<file path="src/rtl/alu_op_defines.sv">
// Shared alu_op encodings for the RV32I execute path. The ALU control
// decoder imports the same constants, so both sides agree on the codes.
package alu_op_defines;

    localparam logic [3:0] ALU_ADD    = 4'b0000;
    localparam logic [3:0] ALU_SUB    = 4'b0001;
    localparam logic [3:0] ALU_AND    = 4'b0010;
    localparam logic [3:0] ALU_OR     = 4'b0011;
    localparam logic [3:0] ALU_XOR    = 4'b0100;
    localparam logic [3:0] ALU_SLT    = 4'b0101;
    localparam logic [3:0] ALU_SLTU   = 4'b0110;
    localparam logic [3:0] ALU_SLL    = 4'b0111;
    localparam logic [3:0] ALU_SRL    = 4'b1000;
    localparam logic [3:0] ALU_SRA    = 4'b1001;
    localparam logic [3:0] ALU_ANDN   = 4'b1010;
    localparam logic [3:0] ALU_PASS_B = 4'b1111;

    // True for the three shift operations.
    function automatic logic is_shift_op(input logic [3:0] op);
        return (op == ALU_SLL) || (op == ALU_SRL) || (op == ALU_SRA);
    endfunction

endpackage

</file>
<file path="src/rtl/serial_shifter.sv">
// Iterative shifter: latches value/op/count on load, then moves at most
// SHIFT_STEP bit positions per cycle. done flags the cycle whose step
// finishes the shift; value_next is the value after that step.
module serial_shifter
    import alu_op_defines::*;
#(
    parameter int XLEN       = 32,
    parameter int SHIFT_STEP = 1
) (
    input  logic                     clk,
    input  logic                     reset_n,
    input  logic                     load,
    input  logic [3:0]               op_in,
    input  logic [XLEN-1:0]          value_in,
    input  logic [$clog2(XLEN)-1:0]  count_in,
    output logic [XLEN-1:0]          value_next,
    output logic                     done
);

    localparam int CW = $clog2(XLEN);
    // The remaining count never exceeds XLEN-1, so a larger step is clamped.
    localparam int STEP_MAX = (SHIFT_STEP < XLEN - 1) ? SHIFT_STEP : XLEN - 1;
    localparam logic [CW-1:0] STEP_C = CW'(STEP_MAX);

    logic [XLEN-1:0]        value_q;
    logic signed [XLEN-1:0] value_s;
    logic [3:0]             op_q;
    logic [CW-1:0]          count_q;
    logic [CW-1:0]          step_k;

    assign value_s = value_q;

    // One bounded step: k = min(count, SHIFT_STEP); SRA keeps replicating the held MSB.
    always_comb begin
        step_k = (count_q < STEP_C) ? count_q : STEP_C;
        case (op_q)
            ALU_SLL: value_next = value_q << step_k;
            ALU_SRA: value_next = value_s >>> step_k;
            default: value_next = value_q >> step_k;
        endcase
        done = (count_q == step_k);
    end

    // Control: latched op and remaining bit count, cleared by reset.
    always_ff @(posedge clk or negedge reset_n) begin
        if (!reset_n) begin
            count_q <= '0;
            op_q    <= ALU_SRL;
        end else if (load) begin
            count_q <= count_in;
            op_q    <= op_in;
        end else if (count_q != '0) begin
            count_q <= count_q - step_k;
        end
    end

    // Data: the value being shifted, meaningful only while count is nonzero.
    always_ff @(posedge clk) begin
        if (load) begin
            value_q <= value_in;
        end else if (count_q != '0) begin
            value_q <= value_next;
        end
    end

endmodule

</file>
<file path="src/rtl/serial_alu.sv">
// Multi-cycle RV32I execute unit with valid/ready on both sides.
// Non-shift ops finish in one cycle; shifts iterate through serial_shifter.
// Define SERIAL_ALU_BARREL_SHIFT_EN to use a combinational barrel shifter
// instead, making every shift single-cycle (SHIFT state unused).
module serial_alu
    import alu_op_defines::*;
#(
    parameter int XLEN       = 32,
    parameter int SHIFT_STEP = 1
) (
    input  logic            clk,
    input  logic            reset_n,
    input  logic            in_valid,
    output logic            in_ready,
    input  logic [3:0]      alu_op,
    input  logic [XLEN-1:0] src_A,
    input  logic [XLEN-1:0] src_B,
    output logic            out_valid,
    input  logic            out_ready,
    output logic [XLEN-1:0] alu_result,
    output logic            alu_zero
);

    localparam int CW = $clog2(XLEN);

    typedef enum logic [1:0] {
        ST_IDLE  = 2'd0,
        ST_SHIFT = 2'd1,
        ST_DONE  = 2'd2
    } state_t;

    state_t                 state;
    state_t                 state_next;
    logic                   accept;
    logic                   needs_iter;
    logic                   shift_start;
    logic                   result_load;
    logic [CW-1:0]          shamt;
    logic signed [XLEN-1:0] src_a_s;
    logic signed [XLEN-1:0] src_b_s;
    logic [XLEN-1:0]        comb_result;
    logic [XLEN-1:0]        result_next;
    logic [XLEN-1:0]        shift_next;
    logic                   shift_done;

    assign shamt   = src_B[CW-1:0];
    assign src_a_s = src_A;
    assign src_b_s = src_B;

    // Single-cycle datapath for everything that does not need iteration.
    always_comb begin
        case (alu_op)
            ALU_ADD:    comb_result = src_A + src_B;
            ALU_SUB:    comb_result = src_A - src_B;
            ALU_AND:    comb_result = src_A & src_B;
            ALU_OR:     comb_result = src_A | src_B;
            ALU_XOR:    comb_result = src_A ^ src_B;
            ALU_SLT:    comb_result = {{(XLEN-1){1'b0}}, (src_a_s < src_b_s)};
            ALU_SLTU:   comb_result = {{(XLEN-1){1'b0}}, (src_A < src_B)};
`ifdef SERIAL_ALU_BARREL_SHIFT_EN
            ALU_SLL:    comb_result = src_A << shamt;
            ALU_SRL:    comb_result = src_A >> shamt;
            ALU_SRA:    comb_result = src_a_s >>> shamt;
`else
            // Reached only with shamt == 0; nonzero amounts go to the shifter.
            ALU_SLL,
            ALU_SRL,
            ALU_SRA:    comb_result = src_A;
`endif
            ALU_ANDN:   comb_result = src_A & ~src_B;
            ALU_PASS_B: comb_result = src_B;
            default:    comb_result = '0;
        endcase
    end

`ifdef SERIAL_ALU_BARREL_SHIFT_EN
    assign needs_iter = 1'b0;
    assign shift_next = '0;
    assign shift_done = 1'b1;
`else
    assign needs_iter = is_shift_op(alu_op) && (shamt != '0);

    serial_shifter #(
        .XLEN       (XLEN),
        .SHIFT_STEP (SHIFT_STEP)
    ) u_shifter (
        .clk        (clk),
        .reset_n    (reset_n),
        .load       (shift_start),
        .op_in      (alu_op),
        .value_in   (src_A),
        .count_in   (shamt),
        .value_next (shift_next),
        .done       (shift_done)
    );
`endif

    assign shift_start = accept && needs_iter;

    // FSM state register; reset aborts any op in flight.
    always_ff @(posedge clk or negedge reset_n) begin
        if (!reset_n) begin
            state <= ST_IDLE;
        end else begin
            state <= state_next;
        end
    end

    // Next state, handshake outputs and result-register load select.
    always_comb begin
        state_next  = state;
        in_ready    = 1'b0;
        out_valid   = 1'b0;
        accept      = 1'b0;
        result_load = 1'b0;
        result_next = comb_result;
        case (state)
            ST_IDLE: begin
                in_ready = 1'b1;
                if (in_valid) begin
                    accept = 1'b1;
                    if (needs_iter) begin
                        state_next = ST_SHIFT;
                    end else begin
                        result_load = 1'b1;
                        state_next  = ST_DONE;
                    end
                end
            end
            ST_SHIFT: begin
                if (shift_done) begin
                    result_load = 1'b1;
                    result_next = shift_next;
                    state_next  = ST_DONE;
                end
            end
            ST_DONE: begin
                out_valid = 1'b1;
                if (out_ready) begin
                    state_next = ST_IDLE;
                end
            end
            default: state_next = ST_IDLE;
        endcase
    end

    // Result register, held stable through DONE until the consumer takes it.
    always_ff @(posedge clk or negedge reset_n) begin
        if (!reset_n) begin
            alu_result <= '0;
        end else if (result_load) begin
            alu_result <= result_next;
        end
    end

    assign alu_zero = (alu_result == '0);

endmodule

</file>
<file path="config.mk">
export PLATFORM = sky130hd
export DESIGN_NAME = serial_alu
export DESIGN_NICKNAME = d
export VERILOG_FILES = /design/src/rtl/alu_op_defines.sv /design/src/rtl/serial_shifter.sv /design/src/rtl/serial_alu.sv
export SDC_FILE = /design/constraint.sdc
export NUM_CORES = 1
export LEC_CHECK = 0
export CAP_MARGIN = 30
export CORE_ASPECT_RATIO = 0.75
export CORE_MARGIN = 2
export CORE_UTILIZATION = 40
export CTS_CLUSTER_DIAMETER = 120
export DETAILED_ROUTE_END_ITERATION = 6
export PLACE_DENSITY = 0.57
export SETUP_SLACK_MARGIN = 0.1
export SLEW_MARGIN = 40
export SYNTH_ARGS = -nofsm -noshare
export SYNTH_HDL_FRONTEND = slang
export SYNTH_SLANG_ARGS = --single-unit
</file>
<file path="constraint.sdc">
create_clock -name clk -period 4.32 [get_ports clk]
set_clock_uncertainty 0.15 [all_clocks]
set_input_delay 0.864 -clock clk [delete_from_list [all_inputs] [get_ports clk]]
set_output_delay 0.864 -clock clk [all_outputs]
set_load 0.05 [all_outputs]
</file>
==> results.cfg <==
[die]
ioPinCount = 107
die_h_um = 139
dieArea_mm2 = 0.0255
start_util_pct = 40.5
row_count = 49
die_x_um = 184
core_area_mm2 = 0.0239

[synthesis]
synth_area_leaders = ha_1 (12%), dfrtp_1 (11%), edfxtp_1 (9.9%)
synth_cells = 1285
synth_edf_count = 32
ys_ff_latch = 75
ys_seq_area_share_pct = 21.0
syn-cell-area_mm2 = 0.00969
synth_top_cell_area_share_pct = 12.4
avgSynthCellArea_um2 = 7.54
synth_common_cells = o21ai_0 (153), nand2_1 (131), a21oi_1 (106), inv_1 (98), ha_1 (96)
ys_async_sr_fraction_pct = 57.3
synth_area_leader_cell = ha_1
ys_warn_count = 0
syn-num-nets = 1455
synth_most_common_cell = o21ai_0
synth_flop_cell = dfrtp_1
yosysUniqueCellTypes = 79

[layout]
design_area_mm2 = 0.0126
drive_gt1_share_pct = 15.8
regArea_mm2 = 0.00204
area_delta_synth_final_pct = 29.9
fillers = 2351
final_core_util_pct = 52.6
diodes = 0
nets = 1663
multi_input_area_mm2 = 0.00704
finalNonFillerCells = 1804

[setup_path]
worst_r2r_endpoint = alu_result[22]$_DFFE_PN0P_
start_kind = primary input
max_stage_delay_ns = 0.53
critPathArrivalTime_ns = 4.14
critPathKind = in -> reg
crit_chain = clkdlybuf4s50_1 > inv_1 > ha_1 > buf_4 > o21bai_1 > a21oi_2 > o31ai_4 > a211oi_2 > a22o_1 > o41a_1 > o41ai_2 > a31oi_1 > a221o_1
rr_startpoint = u_shifter.count_q[4]$_DFFE_PN0P_
rrSetupSlack_ns = 0.69
cp-end-kind = register
cp.required_ns = 4.40
rr_worst_depth = 11
crit_fanout = 4
crit_slowest_cell = clkdlybuf4s50_1

[hold_path]
worstHoldPathType = in -> async

[global_route]
grt_pass1_wl_um = 63000
first_global_vias = 10400
antenna_found_initial = 0
grt.overflow.total = 0
track_usage_pct = 32.2
grt_start_max_net_pins = 48

[detailed_routing]
num_vias = 11100
drtPass1Iterations = 5
first_iter_violations = 1454
antenna_left = 0
avgViaCountPerCell = 6.15
wl_um = 41600
drc = 0
wire_per_inst_um = 23.0

[timing]
worst_pin_slew_ns = 0.834
final_hold_viol_count = 0
finalCritPeriodShare_pct = 94.1
final-setup-viol-count = 0
slew_violations = 0
max_freq_ghz = 0.246
max_slew_margin_pct = 44.0
rsz0062_at_grt = yes
tns_ns = 0
finalCriticalPeriod_ns = 4.06

[clock_tree]
cts-htree-levels = 3
clock_latency_ns = 0.35
cts_tree = built
cts_buffer_depth = 2
clkTransAtPathRegs_ns = 0.06
cts_buffers = 9
cts_root_buffer = clkbuf_16
postCtsHoldBufs = 0
clock_sinks = 75

[placed_design]
placed_cell_area_mm2 = 0.0122
dp.cells = 1786
gp_congestion = 0.974
dpl.hpwl_um = 32600
port-buffer-count = 106

[pwr]
p_comb_share_pct = 55.0
p_leak_uw = 0.00563
clockPowerShare_pct = 16.3
internal_power_uw = 2760
vdd_drop_max_mv = 0.397
switchingPower_uw = 2390
power_per_cell_area_mw_per_mm2 = 409
total_power_uw = 5150
p_seq_share_pct = 28.7
swShare_pct = 46.5

[outcome]
outcome = completed

[flow_run]
cap_viol_max_count = 0
-- cell usage in the layout (no fill, tap or decap), types with 18 or more instances in the layout --
cell / count
buf_4: 176
o21ai_0: 152
nand2_1: 131
a21oi_1: 105
clkdlybuf4s50_1: 102
inv_1: 98
ha_1: 95
nor2_1: 85
xnor2_1: 44
dfrtp_1: 42
mux2i_1: 34
edfxtp_1: 32
a221oi_1: 29
a221o_1: 25
o21bai_1: 21
nor3_1: 18
-- per-stage QoR --
step / hold WS [ns] / setup slack, ns
floorplan: 0.320 / 0.547
global placement: 0.342 / -0.109
detailed placement: 0.348 / -0.256
CTS: 0.363 / 0.190
global route: 0.333 / 0.0386
finish: 0.312 / 0.256
-- final cells by class --
cell class	instances	area share (%)
tap	306	3.04
sequential	75	16.2
clock buffer	11	1.93
multi-input combinational	1024	55.9
inverter	99	2.95
clock inverter	5	0.606
timing repair buffer	284	19.3
-- metal layers --
metal / global-route usage (%) / up-vias / routed length (µm)
met5: 0 / - / 0
met1: 46.6 / 5325 / 19000
met3: 5.17 / 65 / 3190
li1: - / 5179 / -
met4: 9.14 / 0 / 1120
met2: 49.5 / 527 / 18200
-- power groups by stage --
stage          sequential (µW)  combinational, µW  clock [µW]
4_1_cts                   1470               2800         842
3_5_place_dp              1470               2780           0
3_3_place_gp              1470               2770           0
6_report                  1480               2830         838
5_1_grt                   1510               3060         877
2_1_floorplan             1740               1370           0
-- worst max-delay path: cells and delay by family --
kind,cells,cell delay [ns]
buffers and inverters,3,0.77
AOI/OAI and AO/OA,9,2.19
adders and majority gates,1,0.32
-- flip-flops by register name, indices dropped and copies added, names as in the netlist --
register           count
u_shifter.count_q      5
state                  2
u_shifter.value_q     32
alu_result            32
u_shifter.op_q         4
-- worst max path at each step --
stage	startpoint	to	slack (ns)
after floorplan	src_A[0]	alu_result[0]$_DFFE_PN0P_	0.55
after global placement	src_B[2]	alu_result[29]$_DFFE_PN0P_	-0.11
after detailed placement	src_A[0]	alu_result[0]$_DFFE_PN0P_	-0.26
after CTS	src_B[2]	alu_result[29]$_DFFE_PN0P_	0.19
after global routing	src_A[1]	alu_result[29]$_DFFE_PN0P_	0.04
final	src_B[2]	alu_result[0]$_DFFE_PN0P_	0.26
-- cell families after synthesis --
kind of cell               Yosys count  share of synthesized area [%]
muxes                               40                           4.21
and+or+nand+nor                    338                           16.3
AOI/OAI and AO/OA                  502                           34.3
adders and majority gates           98                           12.8
buffers and inverters              186                           7.22
xor gates and xnor gates            46                           4.16
DFF                                 75                           21.0
-- repair_timing --
item,in CTS,in global routing
endpoints found under the setup margin,1,11
setup buffers,0,2
gates resized for setup,1,11
gates cloned,0,0
pin swaps,0,10
Note: power is estimated with default switching activity, not from simulation.
